--- src/rtl/alu_selftest_gen.sv ---
// Exhaustive on-board self-test for an N-bit registered add/sub unit: sweeps {b,a,op_code,c_in},
// checks dut_q after LAT clocks, counts mismatches. Define STOP_ON_ERR_EN to halt on the first mismatch.
`timescale 1ns/1ps
module alu_selftest_gen #(
    parameter int N     = 8,
    parameter int LAT   = 1,
    parameter int ERR_W = 16
) (
    input  logic             clk,
    input  logic             rst_n,
    input  logic             start,
    input  logic [N-1:0]     dut_q,
    output logic [N-1:0]     a,
    output logic [N-1:0]     b,
    output logic             c_in,
    output logic             op_code,
    output logic             busy,
    output logic             done,
    output logic             pass,
    output logic [ERR_W-1:0] err_count,
    output logic [2*N+1:0]   fail_vec,
    output logic [N-1:0]     fail_q
);
    localparam int VW = 2*N + 2;
    localparam int CW = $clog2(LAT + 1);

    typedef enum logic [1:0] {S_IDLE, S_RUN, S_DRAIN, S_DONE} state_t;

    state_t           state_q;
    logic [VW-1:0]    vec_q;
    logic [CW-1:0]    drain_q;
    logic [LAT-1:0]   vld_pipe_q;
    logic [N-1:0]     exp_pipe_q [LAT];
    logic [VW-1:0]    vec_pipe_q [LAT];
    logic [ERR_W-1:0] err_q;
    logic [VW-1:0]    fvec_q;
    logic [N-1:0]     fq_q;
    logic             busy_q, done_q, pass_q;

    logic             pipe_vld, mismatch, first_err;
    logic [ERR_W-1:0] err_d;

    // Subtract is a + ~b + c_in, so c_in=0 yields a-b-1.
    function automatic logic [N-1:0] ref_result(input logic [VW-1:0] v);
        logic [N-1:0] va, vb, vc;
        va = v[N+1:2];
        vb = v[VW-1:N+2];
        vc = N'(v[0]);
        return v[1] ? (va + ~vb + vc) : (va + vb + vc);
    endfunction

    function automatic logic [ERR_W-1:0] sat_inc(input logic [ERR_W-1:0] c);
        return (&c) ? c : c + ERR_W'(1);
    endfunction

    always_comb begin
        pipe_vld  = vld_pipe_q[LAT-1] && ((state_q == S_RUN) || (state_q == S_DRAIN));
        mismatch  = pipe_vld && (dut_q != exp_pipe_q[LAT-1]);
        first_err = mismatch && (err_q == '0);
        err_d     = mismatch ? sat_inc(err_q) : err_q;
    end

    // Data side of the delay line carries no reset; only the valid bits matter.
    always_ff @(posedge clk) begin
        exp_pipe_q[0] <= ref_result(vec_q);
        vec_pipe_q[0] <= vec_q;
        for (int i = 1; i < LAT; i++) begin
            exp_pipe_q[i] <= exp_pipe_q[i-1];
            vec_pipe_q[i] <= vec_pipe_q[i-1];
        end
    end

    always_ff @(posedge clk) begin
        if (!rst_n) begin
            state_q    <= S_IDLE;
            vec_q      <= '0;
            drain_q    <= '0;
            vld_pipe_q <= '0;
            err_q      <= '0;
            fvec_q     <= '0;
            fq_q       <= '0;
            busy_q     <= 1'b0;
            done_q     <= 1'b0;
            pass_q     <= 1'b0;
        end else begin
            for (int i = 1; i < LAT; i++) vld_pipe_q[i] <= vld_pipe_q[i-1];
            vld_pipe_q[0] <= (state_q == S_RUN);
            err_q <= err_d;
            if (first_err) begin
                fvec_q <= vec_pipe_q[LAT-1];
                fq_q   <= dut_q;
            end
            case (state_q)
                S_IDLE, S_DONE: begin
                    if (start) begin
                        state_q    <= S_RUN;
                        vec_q      <= '0;
                        drain_q    <= '0;
                        vld_pipe_q <= '0;
                        err_q      <= '0;
                        fvec_q     <= '0;
                        fq_q       <= '0;
                        busy_q     <= 1'b1;
                        done_q     <= 1'b0;
                        pass_q     <= 1'b0;
                    end
                end
                S_RUN: begin
                    if (&vec_q) begin
                        state_q <= S_DRAIN;
                        drain_q <= '0;
                    end else begin
                        vec_q <= vec_q + VW'(1);
                    end
                end
                S_DRAIN: begin
                    if (drain_q == CW'(LAT - 1)) begin
                        state_q <= S_DONE;
                        busy_q  <= 1'b0;
                        done_q  <= 1'b1;
                        pass_q  <= (err_d == '0);
                    end else begin
                        drain_q <= drain_q + CW'(1);
                    end
                end
                default: state_q <= S_IDLE;
            endcase
`ifdef STOP_ON_ERR_EN
            // Abort: freeze stimulus and drop whatever is still in flight.
            if (mismatch) begin
                state_q    <= S_DONE;
                vec_q      <= vec_q;
                vld_pipe_q <= '0;
                busy_q     <= 1'b0;
                done_q     <= 1'b1;
                pass_q     <= 1'b0;
            end
`endif
        end
    end

    assign {b, a, op_code, c_in} = vec_q;
    assign busy      = busy_q;
    assign done      = done_q;
    assign pass      = pass_q;
    assign err_count = err_q;
    assign fail_vec  = fvec_q;
    assign fail_q    = fq_q;
endmodule

--- config.mk ---
export PLATFORM = sky130hd
export DESIGN_NAME = alu_selftest_gen
export DESIGN_NICKNAME = d
export VERILOG_FILES = /design/src/rtl/alu_selftest_gen.sv
export SDC_FILE = /design/constraint.sdc
export NUM_CORES = 1
export LEC_CHECK = 0
export BUFFER_PORTS_ARGS = -buffer_cell sky130_fd_sc_hd__buf_2
export CAP_MARGIN = 20
export CORE_MARGIN = 5
export CORE_UTILIZATION = 51
export DETAILED_ROUTE_END_ITERATION = 16
export PLACE_DENSITY = 0.83
export SYNTH_ARGS = -nofsm -noshare
export SYNTH_HDL_FRONTEND = slang
export SYNTH_SLANG_ARGS = --single-unit
export TNS_END_PERCENT = 100
--- constraint.sdc ---
create_clock -name clk -period 2.56 [get_ports clk]
set_clock_uncertainty 0.05 [all_clocks]
set_input_delay 0 -clock clk [delete_from_list [all_inputs] [get_ports clk]]
set_output_delay 0 -clock clk [all_outputs]
set_load 0.01 [all_outputs]
==> impl_results.md <==
- Antenna violations before repair: 0
- Post-Syn Nets: 502
- Number of routed nets with antenna violations: 0
- Number of port buffers: 73
- Layout cells sized above 1: 23.7%
- CP Max Fanout: 4
- Mux share of post-synthesis cell area: 6.92%
- Syn Area/Cell: 9.29 um2
- Fin util: 64.7%
- CP Launch Type: flop
- Slew Limit Fails: 0
- DRT iter0 DRCs: 207
- # setup viols final: 0
- Pwr per Cell Area: 632 nW/um2
- Top post-synthesis cells by area: dfxtp_1, xnor2_1, mux2i_1
- Largest area contributor in the netlist: dfxtp_1
- Top cell type's share of synthesized area: 42.3%
- Worst hold path class: reg2reg
- H-tree Lvls: 3
- Data required, critical path: 2.78 ns
- Vias in the first global route: 3637
- First-pass GRT wire length: 17700 um
- Peak supply drop: 0.436 mV
- DRT Pass-1 Iters: 4
- Root Buffer: clkbuf_8
- Post-layout nets: 608
- Worst Tran Pin Value: 0.432 ns
- Synth top cells by count: dfxtp_1, nor2_1, xnor2_1
- # Max-Cap Violations: 0
- Final hold violations: 0
- DPL Wire Length: 7940 um
- FMAX: 414 MHz
- Unrepaired setup endpoints after global routing: no
- Final Power: 3.38 mW
- Cells after Synth: 469
- Largest family of logic cells by synthesized area: simple AND/OR/NAND/NOR gates
- Vias/cell: 5.42
- Placed cell area: 5020 um2
- Pin count of the biggest net entering global routing: 27
- Die height: 102 um
- Die width: 102 um
- Starting Density: 52.8%
- Post-synth EDFFs: 0
- Cell area after synthesis: 4360 um2
- Finished Cell Area: 5340 um2
- DRC viols: 0
- DR vias: 3706
- Fin Setup TNS: 0 ns
- Kind of critical path: reg2reg
- Pre-CTS WS: 0.177 ns
- Compound-Gate Fraction of Synth Area: 10.2%
- Outcome: finished clean
- Hold WS: 0.371 ns
- Clock Pin Slew Worst Setup and Hold Paths: 0.09 ns
- Routability cong.: 0.935
- #FFs+latches synth: 92
- Post-synthesis simple-gate area fraction: 21.8%
- XOR/XNOR Fraction of Synth Area: 7.84%
- Min Tclk post-route: 2.41 ns
- Main synth FF type: dfxtp_1
- Count leader, synth: dfxtp_1
- Non-Filler Instances: 684
- GR Overflow Total: 0
- Num ports: 74
- CTS tree: built
- Final WS setup: 0.147 ns
- WP data arrival: 2.64 ns
- DIE AREA: 10500 um2
- CTS Buffer Depth: 2
- Core Region: 8260 um2
- Area grow syn2layout: 22.6%
- Leakage: 2.26 nW
- Clock sink count: 92
- CTS buffer count: 9
- Seq/Total Area, Yosys: 42.3%
- Synthesized-area fraction occupied by adder cells: 7.01%
- Post-Place Cells: 658
- Critical Path Sink Type: flop
- Synth unique cells: 63
- Yosys warnings: 0
- Number of diodes: 0
- Slew HR: 71.0%
- Post-CTS resize count: 0
- Final Cycle Share: 94.2%
- Wire per inst: 15.5 um
- GRT Overall Usage: 21.3%
- Row cnt: 33
- Ys async rst share: 0%
- Clk Latency, worst-skew pair: 0.35 ns
- DRT Wirelength: 10600 um
- Fill cells: 679
## cell type report
cell class | instances | area, um2 | share of cell area [%]
clock buffer | 9 | 124 | 2.32
clock inverter | 6 | 93.8 | 1.76
inverter | 25 | 93.8 | 1.76
multi-input combinational | 333 | 2350 | 43.9
sequential | 92 | 1840 | 34.5
tap | 105 | 131 | 2.46
timing repair buffer | 114 | 711 | 13.3
## metal layers
layer  share of wire (%)  vias to the layer above  GRT usage, %  routed length (um)
met5                   0                        -             0                   0
met1                  45                     1745          28.4                4740
met2                  48                      121          34.8                5050
li1                    -                     1825             -                   -
met3                 6.8                       15          4.85                 728
met4                 1.1                        0          5.65                 114
## worst max-delay path: stages, from the launching register on
cell,delay [ns]
dfxtp_1,0.39
inv_1,0.06
ha_1,0.31
nor2_1,0.14
o21a_1,0.21
nand3_1,0.10
or4b_2,0.61
a22o_1,0.24
o31ai_2,0.23
## state kept, by name, indices dropped and copies added, names as in the netlist
| name | cells |
|---|---|
| busy | 1 |
| vec_q | 18 |
| exp_pipe_q | 8 |
| vec_pipe_q | 18 |
| done | 1 |
| pass | 1 |
| state_q | 2 |
| fail_q | 8 |
| err_count | 16 |
| vld_pipe_q | 1 |
| fail_vec | 18 |
## kinds of logic (layout without fill, tap and decap cells)
logic type	after synthesis	after routing
AO/OA/AOI/OAI	65	65
XOR/XNOR	39	39
multiplexers	30	30
adder cells (fa/ha/maj)	22	22
flip-flops	92	92
buffers and inverters	44	154
AND/OR/NAND/NOR	177	177
## cell usage in the layout, fill, tap and decap left out, types with 16 or more instances in the layout
cell | netlist | layout
inv_1 | 25 | 25
nor2_1 | 68 | 68
mux2i_1 | 29 | 29
xnor2_1 | 34 | 34
nand3_1 | 17 | 17
a21oi_1 | 16 | 16
buf_4 | 1 | 30
dfxtp_1 | 92 | 92
buf_2 | 3 | 73
ha_1 | 18 | 18
## report_power, final
part           internal (mW)  switching (mW)  total [mW]
Clock                  0.555           0.511        1.07
Sequential              1.50          0.0443        1.54
Combinational          0.316           0.453       0.769
## final timing paths
| check | cells after the start | startpoint | slack (ns) | end |
|---|---|---|---|---|
| worst max-delay path | 8 | state_q[0]$_SDFFE_PN0P_ | 0.15 | pass$_SDFFE_PN0P_ |
| worst min-delay path | 0 | vec_q[14]$_SDFFE_PN0P_ | 0.37 | vec_pipe_q[0][14]$_DFF_P_ |
| worst max register to register | 8 | state_q[0]$_SDFFE_PN0P_ | 0.15 | pass$_SDFFE_PN0P_ |
| worst min register to register | 0 | vec_q[14]$_SDFFE_PN0P_ | 0.37 | vec_pipe_q[0][14]$_DFF_P_ |
## what timing repair did
action,CTS,global route
hold buffers,10,0
setup endpoints to repair,0,1
buffers inserted,0,1
endpoints found under the hold margin,17,0
No activity file was read; power rests on OpenSTA's default activity.
